**src/rtl/tavg_pkg.sv**
```systemverilog
// Package: tavg_pkg
// Shared types and constants for the temperature averaging filter.
//   TEMP_W       sample width from TempSensorCtl (13 bits, signed)
//   FRAC_BITS    fractional bits in a sample (1/16 degC LSB)
//   temp_t       signed sample type
//   tavg_state_t filter FSM state (EMPTY until the first sample primes it)
package tavg_pkg;

    localparam int unsigned TEMP_W    = 13;
    localparam int unsigned FRAC_BITS = 4;

    typedef logic signed [TEMP_W-1:0] temp_t;

    typedef enum logic {
        EMPTY,
        RUN
    } tavg_state_t;

endpackage

```
**src/rtl/temp_avg_filter_if.sv**
```systemverilog
// Interface: temp_avg_filter_if
// Bundles the sensor-side inputs and display-side outputs of temp_avg_filter.
//   rdy_in, temp_in  sensor ready level and sample
//   clr              synchronous clear back to EMPTY
//   temp_out,out_vld window mean and its one-cycle update strobe
//   primed           at least one sample accepted since reset/clear
//   tmin, tmax       running min/max of the mean (only with TAVG_MINMAX_EN)
// Modports: master drives the inputs and observes outputs; slave is the filter.
interface temp_avg_filter_if;
    import tavg_pkg::*;

    logic  rdy_in;
    temp_t temp_in;
    logic  clr;
    temp_t temp_out;
    logic  out_vld;
    logic  primed;
`ifdef TAVG_MINMAX_EN
    temp_t tmin;
    temp_t tmax;
`endif

    modport master (
        output rdy_in,
        output temp_in,
        output clr,
        input  temp_out,
        input  out_vld,
`ifdef TAVG_MINMAX_EN
        input  tmin,
        input  tmax,
`endif
        input  primed
    );

    modport slave (
        input  rdy_in,
        input  temp_in,
        input  clr,
        output temp_out,
        output out_vld,
`ifdef TAVG_MINMAX_EN
        output tmin,
        output tmax,
`endif
        output primed
    );

endinterface

```
**src/rtl/tavg_ringbuf.sv**
```systemverilog
// Module: tavg_ringbuf
// Window storage for the averager: 2**DEPTH_LOG2 entries of temp_t.
//   clk    system clock
//   fill   write wdata into every entry (priming)
//   we     write wdata into entry ptr
//   ptr    write index, also the asynchronous read index
//   wdata  sample to store
//   rdata  entry at ptr (the oldest sample, about to be replaced)
// Contents are not reset; the filter always primes before reading.
module tavg_ringbuf
    import tavg_pkg::*;
#(
    parameter int unsigned DEPTH_LOG2 = 3
) (
    input  logic                  clk,
    input  logic                  fill,
    input  logic                  we,
    input  logic [DEPTH_LOG2-1:0] ptr,
    input  temp_t                 wdata,
    output temp_t                 rdata
);

    localparam int unsigned DEPTH = 1 << DEPTH_LOG2;

    temp_t mem_q [DEPTH];

    always_ff @(posedge clk) begin
        if (fill) begin
            for (int i = 0; i < DEPTH; i++) begin
                mem_q[i] <= wdata;
            end
        end else if (we) begin
            mem_q[ptr] <= wdata;
        end
    end

    assign rdata = mem_q[ptr];

endmodule

```
**src/rtl/temp_avg_filter.sv**
```systemverilog
// Module: temp_avg_filter
// Sliding-window mean of TempSensorCtl readings, used to steady the display.
// A rising edge of rdy_in accepts temp_in; the first sample after reset/clear
// fills the whole window, later samples replace the oldest entry.
// Ports:
//   clk    system clock
//   rst_n  synchronous active-low reset
//   bus    temp_avg_filter_if.slave (rdy_in, temp_in, clr, temp_out, out_vld,
//          primed, and tmin/tmax when enabled)
// Parameters:
//   AVG_LOG2  log2 of window depth (1..5)
// Build option:
//   TAVG_MINMAX_EN  adds running min/max of the averaged value on tmin/tmax.
module temp_avg_filter
    import tavg_pkg::*;
#(
    parameter int unsigned AVG_LOG2 = 3
) (
    input  logic               clk,
    input  logic               rst_n,
    temp_avg_filter_if.slave   bus
);

    localparam int unsigned SUM_W = TEMP_W + AVG_LOG2;

    typedef logic signed [SUM_W-1:0]  sum_t;
    typedef logic [AVG_LOG2-1:0]      ptr_t;

    tavg_state_t state_q;
    logic        rdy_q;
    sum_t        sum_q;
    ptr_t        wr_ptr_q;
    temp_t       temp_out_q;
    logic        out_vld_q;
    logic        primed_q;
`ifdef TAVG_MINMAX_EN
    temp_t       tmin_q;
    temp_t       tmax_q;
`endif

    logic  accept;
    logic  do_prime;
    logic  do_update;
    temp_t old_sample;
    sum_t  old_ext;
    sum_t  new_ext;
    sum_t  sum_prime;
    sum_t  sum_next;
    sum_t  avg_full;
    temp_t avg_next;

    // A level held high counts once; clr overrides any accept.
    assign accept    = bus.rdy_in & ~rdy_q;
    assign do_prime  = accept & ~bus.clr & (state_q == EMPTY);
    assign do_update = accept & ~bus.clr & (state_q == RUN);

    tavg_ringbuf #(
        .DEPTH_LOG2 (AVG_LOG2)
    ) u_ringbuf (
        .clk   (clk),
        .fill  (do_prime),
        .we    (do_update),
        .ptr   (wr_ptr_q),
        .wdata (bus.temp_in),
        .rdata (old_sample)
    );

    always_comb begin
        old_ext   = {{AVG_LOG2{old_sample[TEMP_W-1]}}, old_sample};
        new_ext   = {{AVG_LOG2{bus.temp_in[TEMP_W-1]}}, bus.temp_in};
        sum_prime = new_ext <<< AVG_LOG2;
        sum_next  = sum_q - old_ext + new_ext;
        // Arithmetic shift floors toward -inf; the mean always fits TEMP_W.
        avg_full  = sum_next >>> AVG_LOG2;
        avg_next  = avg_full[TEMP_W-1:0];
    end

    always_ff @(posedge clk) begin
        if (!rst_n) begin
            state_q    <= EMPTY;
            rdy_q      <= 1'b0;
            sum_q      <= '0;
            wr_ptr_q   <= '0;
            temp_out_q <= '0;
            out_vld_q  <= 1'b0;
            primed_q   <= 1'b0;
`ifdef TAVG_MINMAX_EN
            tmin_q     <= '0;
            tmax_q     <= '0;
`endif
        end else begin
            rdy_q     <= bus.rdy_in;
            out_vld_q <= 1'b0;
            if (bus.clr) begin
                // Display keeps showing temp_out across a clear.
                state_q  <= EMPTY;
                primed_q <= 1'b0;
`ifdef TAVG_MINMAX_EN
                tmin_q   <= '0;
                tmax_q   <= '0;
`endif
            end else if (do_prime) begin
                state_q    <= RUN;
                sum_q      <= sum_prime;
                wr_ptr_q   <= '0;
                temp_out_q <= bus.temp_in;
                out_vld_q  <= 1'b1;
                primed_q   <= 1'b1;
`ifdef TAVG_MINMAX_EN
                tmin_q     <= bus.temp_in;
                tmax_q     <= bus.temp_in;
`endif
            end else if (do_update) begin
                sum_q      <= sum_next;
                wr_ptr_q   <= wr_ptr_q + ptr_t'(1);
                temp_out_q <= avg_next;
                out_vld_q  <= 1'b1;
`ifdef TAVG_MINMAX_EN
                if (avg_next < tmin_q) tmin_q <= avg_next;
                if (avg_next > tmax_q) tmax_q <= avg_next;
`endif
            end
        end
    end

    assign bus.temp_out = temp_out_q;
    assign bus.out_vld  = out_vld_q;
    assign bus.primed   = primed_q;
`ifdef TAVG_MINMAX_EN
    assign bus.tmin     = tmin_q;
    assign bus.tmax     = tmax_q;
`endif

endmodule

```
**src/flat_wrapper.sv**
```systemverilog
// flat-port wrapper written by rule: the top's interface ports become plain ports
module temp_avg_filter_flat import tavg_pkg::*;
#(
    parameter int unsigned AVG_LOG2 = 3
)
  (clk, rst_n, bus_rdy_in, bus_temp_in, bus_clr, bus_temp_out, bus_out_vld, bus_primed);
  temp_avg_filter_if bus_i ();
  input  logic clk;
  input  logic rst_n;
  input wire logic [$bits(bus_i.rdy_in)-1:0] bus_rdy_in;
  input wire logic [$bits(bus_i.temp_in)-1:0] bus_temp_in;
  input wire logic [$bits(bus_i.clr)-1:0] bus_clr;
  output wire logic [$bits(bus_i.temp_out)-1:0] bus_temp_out;
  output wire logic [$bits(bus_i.out_vld)-1:0] bus_out_vld;
  output wire logic [$bits(bus_i.primed)-1:0] bus_primed;
  assign bus_i.rdy_in = bus_rdy_in;
  assign bus_i.temp_in = bus_temp_in;
  assign bus_i.clr = bus_clr;
  assign bus_temp_out = bus_i.temp_out;
  assign bus_out_vld = bus_i.out_vld;
  assign bus_primed = bus_i.primed;
  temp_avg_filter #(.AVG_LOG2(AVG_LOG2)) u_core (.clk(clk), .rst_n(rst_n), .bus(bus_i));
endmodule
```
**config.mk**
```make
export PLATFORM = sky130hd
export DESIGN_NAME = temp_avg_filter_flat
export DESIGN_NICKNAME = d
export VERILOG_FILES = /design/src/rtl/tavg_pkg.sv /design/src/rtl/temp_avg_filter_if.sv /design/src/rtl/tavg_ringbuf.sv /design/src/rtl/temp_avg_filter.sv /design/src/flat_wrapper.sv
export SDC_FILE = /design/constraint.sdc
export NUM_CORES = 1
export LEC_CHECK = 0
export ABC_CLOCK_PERIOD_IN_PS = 4700
export BUFFER_PORTS_ARGS = -buffer_cell sky130_fd_sc_hd__buf_2
export CAP_MARGIN = 30
export CORE_UTILIZATION = 53
export DETAILED_ROUTE_END_ITERATION = 8
export PLACE_DENSITY = 0.68
export SLEW_MARGIN = 20
export SYNTH_ARGS = -nofsm -noshare
export SYNTH_HDL_FRONTEND = slang
export SYNTH_SLANG_ARGS = --single-unit
```
**constraint.sdc**
```tcl
create_clock -name clk -period 4.7 [get_ports clk]
set_input_delay 1.175 -clock clk [delete_from_list [all_inputs] [get_ports clk]]
set_output_delay 1.175 -clock clk [all_outputs]
set_load 0.005 [all_outputs]
```
==> results.md <==
- Post-route DRC: 2
- FF/Latch Area: roughly 0.0036 sq mm
- Synthesized flop and latch total: around 130
- Hold Buf Count CTS: 0
- Post-CTS Setup Inserts: 0
- Final period util: between 80 and 90%
- Placed insts: between 600 and 700
- CTS sink count: between 100 and 150
- Placed Instance Area: 0.00660 sq mm
- First-pass GRT wire length: 20700 um
- Max-slew headroom: between 40% and 50%
- Total track usage: a little under a quarter
- Vias in the first global route: 3866
- RSZ-0062 raised after global routing: false
- Sequential cell area fraction in the yosys report: 57.5%
- Chip height: around 110 um
- Final setup fails: 0
- Worst hold slack: ~0.45 ns
- Vias per inst: about 5.7
- Async S/R FF share, synth: 0%
- Post-synthesis cell type count: between 40 and 50
- Avg Cell Area, Syn: between 10 and 15 sq um
- Chip Width: approximately 110 um
- Overall power: approximately 3.1 mW
- # resized after CTS: 0
- Ranking of synthesized cells by area: edfxtp_1 (50%), mux4_2 (9.3%), dfxtp_1 (7.9%)
- Post-layout min period: ~3.8 ns
- Gate Count Post-Synth: 462
- Worst Path Buf+Inv: 2
- Share of post-route cells with drive strength above 1: 24.7%
- Worst path max stage delay: approximately 0.6 ns
- Lkg Pwr: between 2 and 3 nW
- Hold Vio Cnt, Final: 0
- CTS root buffer: clkbuf_16
- Initial antenna violation count: 0
- Detailed Route Iter0 Violations: between 200 and 250
- Synthesized area: 0.00630 sq mm
- Ant diodes: 0
- Crit Path Class: flop to flop
- Design area: between 0.007 and 0.008 sq mm
- Detailed Place HPWL: about 8500 um
- Skew final: roughly 0.0080 ns
- CP Launch Type: flop
- Cell taking the most area after synthesis: edfxtp_1
- Status: complete, but fails checks
- Commonest non-fill, non-tap cell in the layout: edfxtp_1
- Syn-to-layout area delta: 14.9%
- PD cells: 425 mW/mm^2
- Crit path capture type: flop
- Critical Path AT: 4.09 ns
- Fill cells: between 800 and 900
- Antenna-violating nets left: 0
- CTS tree: yes
- Finished Layout Cells: 654
- Post-Syn Nets: 512
- Yosys Warn Count: 0
- Wire per inst: 19.5 um
- Largest net degree at the start of global routing: 34
- Total gr overflow: 0
- CP Max Fanout: 12
- Failing checks: DRC
- Clock transition at path regs: 0.06 ns
- Setup TNS: 0 ns
- Crit-path leading delay family: multiplexers
- Worst-margin pin slew: around 0.77 ns
- Core area: about 0.012 sq mm
- IO Pins: 32
- H-tree depth: 4
- Peak VDD IR: around 0.00040 V
- Area occupied by multi-input gates: between 0.002 and 0.0025 sq mm
- IO Port Bufs: 31
- Drt pass-1 iters: 6
- F_max: ~260 MHz
- Clock latency at the later pin of the worst-skew pair: 0.42 ns
- Slew Viols, Final: 0
- EDFF count, synth: ~100
- NumNets Final: roughly 550
- Critical path, cell by cell: buf_4, mux4_2, mux2_2, fa_1, inv_1, ha_1, nand3_1, nand2_1, o21ai_0, a21oi_1, mux2i_1, o311ai_0
- Clk buf depth: 2
- Top FF cell, synth: edfxtp_1
- Critical Path RT: 4.99 ns
- Via count: about 3700
- Most frequent cells in the layout: edfxtp_1 (104), inv_1 (61), a21oi_1 (37), buf_2 (31), mux4_2 (26)
- Yosys top cell area share: 49.6%
- Max Cap Violations: 0
- CTS Buf Count: 17
- Routability-driven placement congestion ratio: between 0.8 and 0.9
- Final wirelength: between 10000 and 15000 um
- Worst hold path type: flop to flop
- # rows: 39
- Starting Density: between 50% and 60%
- Die ar.: between 0.01 and 0.015 sq mm
- Slowest-stage cell, CP: dfxtp_2
-- routing by layer --
layer / global-route usage (%) / part of all wire [%] / vias up
li1: - / - / 1748
met1: 30.5 / 43 / 1847
met2: 36.7 / 49 / 100
met3: 4.98 / 5.3 / 21
met4: 11.0 / 2.4 / 0
met5: 0 / 0 / -
-- Yosys cell counts, drive strengths merged (2+ instances only) --
cell type / n
nor2: 11
fa: 15
a31oi: 2
buf: 16
a22oi: 2
o21ai: 11
a21o: 6
dfxtp: 25
or3: 2
nand3: 11
and3: 5
mux4: 26
nand3b: 6
and2: 3
nand4: 2
mux2i: 6
edfxtp: 104
ha: 18
o311ai: 4
inv: 62
clkbuf: 16
xnor2: 8
o22ai: 5
xor2: 4
or3b: 2
nand2: 19
mux2: 13
a21oi: 37
nor3: 10
a31o: 3
-- metrics by stage --
stage               util, %  setup slack, ns
finish                 62.9            0.895
global route           62.9            0.601
CTS                    62.9            0.871
detailed placement     57.3            0.896
global placement       57.3            0.948
floorplan                 -             1.06
-- registers in the layout, summed over array words and instances, names as in the netlist, named ones only --
name and count:
u_core.bus.out_vld 1, u_core.bus.primed 1, u_core.bus.temp_out 12, u_core.rdy_q 1, u_core.sum_q 4, u_core.u_ringbuf.mem_q 104
u_core.wr_ptr_q 3
-- power breakdown --
group	switching (mW)	internal (mW)	leakage, nW
Clock	0.492	0.945	0.309
Combinational	0.203	0.135	1.31
Sequential	0.0150	1.29	1.17
Total	0.710	2.37	2.79
-- cells by family (layout without fill, tap and decap cells) --
group | Yosys count | in the layout | share of synthesized area, %
buffers and inverters | 94 | 143 | 6.43
adders and majority gates | 33 | 33 | 8.34
muxes | 45 | 45 | 12.6
and+or+nand+nor | 75 | 75 | 6.53
DFF | 129 | 129 | 57.5
xor gates and xnor gates | 12 | 12 | 1.67
AOI/OAI and AO/OA | 74 | 74 | 6.93
-- worst register-to-register path, cell delays in order (launching register included) --
cell and delay (ns):
dfxtp_2 0.59, buf_4 0.30, mux4_2 0.52, mux2_2 0.30
fa_1 0.49, inv_1 0.04, ha_1 0.37, nand3_1 0.12
nand2_1 0.07, o21ai_0 0.40, a21oi_1 0.18, mux2i_1 0.18
o311ai_0 0.13
-- final cells by class --
cell class / instances / area share (%)
clock inverters: 12 / 2.85
flip-flops and latches: 129 / 50.1
multi-input cells: 239 / 31.4
inverters: 62 / 3.21
repair buffers: 49 / 4.01
well taps: 143 / 2.47
clock buffers: 20 / 6.03
-- worst paths after layout --
check / depth (start not counted) / slack, ns / startpoint / end
worst min register to register: 2 / 0.45 / u_core.sum_q[1] / u_core.sum_q[1]
worst min-delay path: 2 / 0.45 / u_core.sum_q[1] / u_core.sum_q[1]
worst max register to register: 12 / 0.89 / flop / u_core.bus.temp_out[10]
worst max-delay path: 12 / 0.89 / flop / u_core.bus.temp_out[10]
Power figures use the tool's default switching activity.
